--- config.mk ---
export PLATFORM = sky130hd
export DESIGN_NAME = ex_muldiv
export DESIGN_NICKNAME = d
export VERILOG_FILES = /design/src/rtl/ex_muldiv_pkg.sv /design/src/rtl/ex_muldiv_step.sv /design/src/rtl/ex_muldiv.sv
export SDC_FILE = /design/constraint.sdc
export NUM_CORES = 1
export LEC_CHECK = 0
export CELL_PAD_IN_SITES_DETAIL_PLACEMENT = 1
export CELL_PAD_IN_SITES_GLOBAL_PLACEMENT = 1
export CORE_MARGIN = 2
export CORE_UTILIZATION = 50
export CTS_CLUSTER_SIZE = 25
export DETAILED_ROUTE_END_ITERATION = 10
export DONT_BUFFER_PORTS = 1
export PLACE_DENSITY_LB_ADDON = 0.12
export SYNTH_ARGS = -nofsm -noshare
export SYNTH_HDL_FRONTEND = slang
export SYNTH_SLANG_ARGS = --single-unit
--- constraint.sdc ---
create_clock -name clk -period 9.5 [get_ports clk]
set_clock_uncertainty 0.2 [all_clocks]
set_input_delay 1.9 -clock clk [delete_from_list [all_inputs] [get_ports clk]]
set_output_delay 1.9 -clock clk [all_outputs]
set_load 0.03 [all_outputs]
--- src/rtl/ex_muldiv_pkg.sv ---
// ============================================================================
// Module   : ex_muldiv_pkg
// Brief    : Shared encodings and helpers for the YADAN multiply/divide unit.
// Revision : 1.0 - initial release
// ============================================================================
`default_nettype none

package ex_muldiv_pkg;

  // Operation codes presented on op_i
  localparam logic [2:0] MD_MUL    = 3'd0;
  localparam logic [2:0] MD_MULH   = 3'd1;
  localparam logic [2:0] MD_MULHSU = 3'd2;
  localparam logic [2:0] MD_MULHU  = 3'd3;
  localparam logic [2:0] MD_DIV    = 3'd4;
  localparam logic [2:0] MD_DIVU   = 3'd5;
  localparam logic [2:0] MD_REM    = 3'd6;
  localparam logic [2:0] MD_REMU   = 3'd7;

  // Controller states
  localparam logic [1:0] MD_IDLE  = 2'd0;
  localparam logic [1:0] MD_CALC  = 2'd1;
  localparam logic [1:0] MD_FIXUP = 2'd2;
  localparam logic [1:0] MD_DONE  = 2'd3;

  // Default number of bits retired per iteration
  localparam int MD_STEP = 1;

  // rs1 is interpreted as two's complement for MULH, MULHSU, DIV and REM
  function automatic logic op_signed_rs1(input logic [2:0] op);
    return (op == MD_MULH) || (op == MD_MULHSU) || (op == MD_DIV) || (op == MD_REM);
  endfunction

  // rs2 is interpreted as two's complement for MULH, DIV and REM
  function automatic logic op_signed_rs2(input logic [2:0] op);
    return (op == MD_MULH) || (op == MD_DIV) || (op == MD_REM);
  endfunction

endpackage

`default_nettype wire

--- src/rtl/ex_muldiv_step.sv ---
// ============================================================================
// Module   : ex_muldiv_step
// Brief    : One-bit iteration slice: shift-add for multiply, restoring
//            shift-subtract for divide. Purely combinational.
// Revision : 1.0 - initial release
// ============================================================================
`default_nettype none

module ex_muldiv_step
  import ex_muldiv_pkg::*;
#(
  parameter int XLEN = 32
) (
  input  logic            div_i,  // 1: divide iteration, 0: multiply iteration
  input  logic [XLEN-1:0] hi_i,   // product high half / partial remainder
  input  logic [XLEN-1:0] lo_i,   // multiplier bits / dividend-then-quotient bits
  input  logic [XLEN-1:0] b_i,    // multiplicand / divisor magnitude
  output logic [XLEN-1:0] hi_o,
  output logic [XLEN-1:0] lo_o
);

  logic [XLEN:0] w_sum;
  logic [XLEN:0] w_shift;
  logic [XLEN:0] w_diff;

  // Multiply consumes lo[0] and shifts the accumulator right; divide shifts the
  // next dividend bit into the remainder and keeps the subtraction only if it
  // did not borrow, shifting the quotient bit into lo.
  always_comb begin
    w_sum   = {1'b0, hi_i} + {1'b0, (lo_i[0] ? b_i : {XLEN{1'b0}})};
    w_shift = {hi_i, lo_i[XLEN-1]};
    w_diff  = w_shift - {1'b0, b_i};
    hi_o    = w_sum[XLEN:1];
    lo_o    = {w_sum[0], lo_i[XLEN-1:1]};
    if (div_i) begin
      if (!w_diff[XLEN]) begin
        hi_o = w_diff[XLEN-1:0];
        lo_o = {lo_i[XLEN-2:0], 1'b1};
      end else begin
        hi_o = w_shift[XLEN-1:0];
        lo_o = {lo_i[XLEN-2:0], 1'b0};
      end
    end
  end

endmodule

`default_nettype wire

--- src/rtl/ex_muldiv.sv ---
// ============================================================================
// Module   : ex_muldiv
// Brief    : Iterative RV32M/RV64M multiply/divide unit with start/done
//            handshake, STEP bits per cycle, RISC-V corner-case semantics and
//            kill support.
// Revision : 1.0 - initial release
// ============================================================================
`default_nettype none

module ex_muldiv
  import ex_muldiv_pkg::*;
#(
  parameter int XLEN = 32,
  parameter int STEP = MD_STEP
) (
  input  logic            clk,
  input  logic            rst,        // asynchronous, active low
  input  logic            start_i,
  input  logic [2:0]      op_i,
  input  logic [XLEN-1:0] operand1_i,
  input  logic [XLEN-1:0] operand2_i,
  input  logic            kill_i,
  output logic            busy_o,
  output logic            done_o,
  output logic [XLEN-1:0] result_o
);

  localparam int               N        = XLEN / STEP;
  localparam int               CNT_W    = (N > 1) ? $clog2(N) : 1;
  localparam logic [CNT_W-1:0] CNT_LAST = CNT_W'(N - 1);

  logic [1:0]       r_state;
  logic [1:0]       w_state_nxt;
  logic [CNT_W-1:0] r_cnt;
  logic [2:0]       r_op;
  logic             r_neg1;
  logic             r_neg2;
  logic [XLEN-1:0]  r_hi;
  logic [XLEN-1:0]  r_lo;
  logic [XLEN-1:0]  r_b;

  logic             w_accept;
  logic             w_sgn1;
  logic             w_sgn2;
  logic [XLEN-1:0]  w_mag1;
  logic [XLEN-1:0]  w_mag2;
  logic             w_div0;
  logic             w_ovf;
  logic             w_special;
  logic [XLEN-1:0]  w_special_res;

  logic [XLEN-1:0]   w_hi [0:STEP];
  logic [XLEN-1:0]   w_lo [0:STEP];
  logic [2*XLEN-1:0] w_prod;
  logic [XLEN-1:0]   w_quot;
  logic [XLEN-1:0]   w_rem;
  logic [XLEN-1:0]   w_fix_res;

  // Start acceptance, operand sign/magnitude extraction and corner-case detection
  always_comb begin
    w_accept  = ((r_state == MD_IDLE) || (r_state == MD_DONE)) && start_i && !kill_i;
    w_sgn1    = op_signed_rs1(op_i) && operand1_i[XLEN-1];
    w_sgn2    = op_signed_rs2(op_i) && operand2_i[XLEN-1];
    w_mag1    = w_sgn1 ? (~operand1_i + 1'b1) : operand1_i;
    w_mag2    = w_sgn2 ? (~operand2_i + 1'b1) : operand2_i;
    w_div0    = op_i[2] && (operand2_i == {XLEN{1'b0}});
    // Only the signed divide/remainder ops (op[0] clear) can overflow
    w_ovf     = op_i[2] && !op_i[0]
                && (operand1_i == {1'b1, {(XLEN-1){1'b0}}})
                && (operand2_i == {XLEN{1'b1}});
    w_special = w_div0 || w_ovf;
    // op[1] separates remainder from quotient results
    if (w_div0) begin
      w_special_res = op_i[1] ? operand1_i : {XLEN{1'b1}};
    end else begin
      w_special_res = op_i[1] ? {XLEN{1'b0}} : operand1_i;
    end
  end

  // Chain of STEP iteration slices evaluated each CALC cycle
  assign w_hi[0] = r_hi;
  assign w_lo[0] = r_lo;

  for (genvar gi = 0; gi < STEP; gi++) begin : g_step
    ex_muldiv_step #(.XLEN(XLEN)) u_step (
      .div_i (r_op[2]),
      .hi_i  (w_hi[gi]),
      .lo_i  (w_lo[gi]),
      .b_i   (r_b),
      .hi_o  (w_hi[gi+1]),
      .lo_o  (w_lo[gi+1])
    );
  end

  // Sign correction of the magnitude results and final result select
  always_comb begin
    w_prod = {r_hi, r_lo};
    if (r_neg1 ^ r_neg2) begin
      w_prod = ~w_prod + 1'b1;
    end
    w_quot = (r_neg1 ^ r_neg2) ? (~r_lo + 1'b1) : r_lo;
    w_rem  = r_neg1 ? (~r_hi + 1'b1) : r_hi;
    if (r_op[2]) begin
      w_fix_res = r_op[1] ? w_rem : w_quot;
    end else if (r_op == MD_MUL) begin
      w_fix_res = w_prod[XLEN-1:0];
    end else begin
      w_fix_res = w_prod[2*XLEN-1:XLEN];
    end
  end

  // Next-state logic; kill wins over everything, including a same-cycle start
  always_comb begin
    w_state_nxt = r_state;
    case (r_state)
      MD_IDLE, MD_DONE: begin
        if (w_accept) begin
          w_state_nxt = w_special ? MD_DONE : MD_CALC;
        end else begin
          w_state_nxt = MD_IDLE;
        end
      end
      MD_CALC: begin
        if (kill_i) begin
          w_state_nxt = MD_IDLE;
        end else if (r_cnt == CNT_LAST) begin
          w_state_nxt = MD_FIXUP;
        end
      end
      MD_FIXUP: begin
        w_state_nxt = kill_i ? MD_IDLE : MD_DONE;
      end
      default: w_state_nxt = MD_IDLE;
    endcase
  end

  // State and registered handshake outputs, derived from the next state
  always_ff @(posedge clk or negedge rst) begin
    if (!rst) begin
      r_state <= MD_IDLE;
      busy_o  <= 1'b0;
      done_o  <= 1'b0;
    end else begin
      r_state <= w_state_nxt;
      busy_o  <= (w_state_nxt == MD_CALC) || (w_state_nxt == MD_FIXUP);
      done_o  <= (w_state_nxt == MD_DONE);
    end
  end

  // Result register: corner cases at the accepting edge, normal ops in FIXUP
  always_ff @(posedge clk or negedge rst) begin
    if (!rst) begin
      result_o <= {XLEN{1'b0}};
    end else if (w_accept && w_special) begin
      result_o <= w_special_res;
    end else if ((r_state == MD_FIXUP) && !kill_i) begin
      result_o <= w_fix_res;
    end
  end

  // Operand capture on accept, iteration update while calculating
  always_ff @(posedge clk or negedge rst) begin
    if (!rst) begin
      r_cnt  <= {CNT_W{1'b0}};
      r_op   <= MD_MUL;
      r_neg1 <= 1'b0;
      r_neg2 <= 1'b0;
      r_hi   <= {XLEN{1'b0}};
      r_lo   <= {XLEN{1'b0}};
      r_b    <= {XLEN{1'b0}};
    end else if (w_accept) begin
      r_cnt  <= {CNT_W{1'b0}};
      r_op   <= op_i;
      r_neg1 <= w_sgn1;
      r_neg2 <= w_sgn2;
      r_hi   <= {XLEN{1'b0}};
      r_lo   <= w_mag1;
      r_b    <= w_mag2;
    end else if (r_state == MD_CALC) begin
      r_cnt  <= r_cnt + 1'b1;
      r_hi   <= w_hi[STEP];
      r_lo   <= w_lo[STEP];
    end
  end

endmodule

`default_nettype wire

==> metrics <==
Tcrit/Tclk final=52.0%; Post-Layout Cell Count=2,201; syn avg cell area=7.69 µm²; Min-Delay Path Class=reg2reg; Starting Density=50.9%; Ys Warns=0; placed cell areas=14,700 µm²; worst skew pair latency=450 ps; drt via density=6.75; CTS Sinks=142; DRT Pass-1 Iters=7; share of post-route cells with drive strength above 1=5.67%; Most Frequent Cell on Critical Path=o211ai_1; clk buf depth=2; routed length per instance=25.5 µm; Buffers on Ports=0; Slew Viols, Final=0; CP startpoint kind=input port; R2R setup slack=4660 ps; Slew headroom=26.5%; pin count of the biggest net entering global routing=143; critical path launch point=operand1_i[0]; Critical Path AT=5050 ps; Final Total Pwr=4.64 mW; DP HPWL=41,700 µm; antenna violations before repair=0; Final Hold Fails=0; Core Box Area=28,700 µm²; Post-CTS Hold Buffers=0; setup_tns=0 ps; register area share after synthesis=24.3%; most common cell after layout, fill and taps aside=nand2_1; asr flop ratio synth=100%; worst reg2reg startpoint=r_lo[0]; Synth Cell Area=14,600 µm²; total die area=30,600 µm²; Tmin final=4940 ps; Max Cap Viol=0; Netlist cell types=86; peak supply drop=181 µV; gr ovfl total=0; # H-tree levels=4; fmax=0.202 GHz; aggregate global-route resource usage=36.9%; Crit Path Class=in2reg; critical path's largest stage delay=550 ps; vias in the first global route=15,000; die width=175 µm; Final Setup Violations=0; crit-path leading delay family=simple AND/OR/NAND/NOR gates; postcts setup bufs=0; Top FF cell, synth=dfrtp_1; diode count=0; hold path start=r_b[20]; CTS tree=done; Clk pin slew, worst setup/hold paths=70 ps; vias post-DR=14,900; CP Capture Type=register; Row Count=62; Cell Pwr Density=302 nW/µm²; Synth Register Bits=142; commonest non-fill, non-tap cells in the layout=nand2_1, o21ai_0, nor2_1; post-layout util=53.5%; Num CTS Buffers=17; crit-path cells=inv_1 -> ha_1 -> or3b_2 -> nor4_1 -> and2_0 -> nand3_1 -> nor4_2 -> o21a_2 -> nor2_1 -> o211ai_1 -> o211ai_1; clk root buf=clkbuf_16; gpl congestion=0.973; Post-Syn Nets=2,045; CP Max Fanout=25; Slew @ Worst Pin=1090 ps; crit path max-delay cell type=o21a_2; Synth Instances=1,898; Routed WL=56,100 µm; EDFF count, synth=0; Ports=105; data required time of the worst path=9610 ps; drt initial violations=1,406; placed insts=2,169; first-pass GRT wire length=88,200 µm; area delta synth->final=5.26%; status=finished clean; post_cts resized=0; Die Ht=175 µm; antenna viol nets, final=0; DRC Markers=0; Buf/Inv on CP=1; RSZ-0062 raised after global routing=no; NumNets Final=1,951; final instance area=15,400 µm²; Pleak=6.36 nW
## sequential cells by signal, indices dropped and copies added, names as in the netlist
register and cells:
r_b 32, result_o 32, r_neg2 1, r_neg1 1, r_lo 32, r_cnt 5
busy_o 1, r_state 2, done_o 1, r_hi 32, r_op 3
## cells by family (layout without fill, tap and decap cells)
group | Yosys count | count (layout) | synth area share (%)
fa+ha+maj | 76 | 76 | 6.62
buf+inv | 196 | 115 | 5.30
mux | 61 | 61 | 4.25
flops | 142 | 142 | 24.3
compound gates | 628 | 628 | 27.5
xor+xnor | 198 | 198 | 11.9
simple gates | 597 | 597 | 20.1
## synthesized netlist by cell type (all sizes together), types with 29 or more instances
cell	n	area [µm²]
clkbuf	103	387
nor2	167	637
o21ai	187	943
nand3	36	203
inv	64	240
dfrtp	142	3550
buf	29	148
xnor2	108	946
xor2	90	788
o211ai	68	510
mux2i	53	531
nor3	43	248
a21oi	141	706
nand2	190	716
ha	74	926
## final timing paths
path / end / cells after the start
min in group asynchronous: r_b[16] / 0
max reg2reg: result_o[12] / 11
min: r_b[20] / 2
max in group asynchronous: r_lo[19] / 0
max: result_o[25] / 11
min reg2reg: r_b[20] / 2
## area by class of cell
class	instances	area, µm²
clock buffer	19	453
clock inverter	13	178
fill	3584	13300
inverter	64	240
multi-input combinational	1560	10300
sequential	142	3550
tap	384	480
timing repair buffer	19	143
## through the flow
step | hold slack [ps] | setup WS (ps)
4_1_cts | 286 | 4660
5_1_grt | 309 | 4360
6_report | 281 | 4560
3_5_place_dp | 271 | 4300
3_3_place_gp | 261 | 4370
2_1_floorplan | 250 | 5000
## tightest hold or removal path: stages, from the launching register on
cell	delay [ps]
dfrtp_1	340
nand2_1	50
o21ai_0	60
## per-layer routing
metal  GRT usage, %  routed length, µm
met3           8.16               4900
met4           10.2               1330
met2           57.3              25300
met1           51.6              24500
met5              0                  0
## report_power, final
| group | switching [mW] | leakage (nW) | internal, mW |
|---|---|---|---|
| combinational | 1.73 | 4.22 | 1.09 |
| sequential | 0.345 | 1.84 | 0.727 |
| clock | 0.312 | 0.303 | 0.434 |
Power figures use the tool's default switching activity.
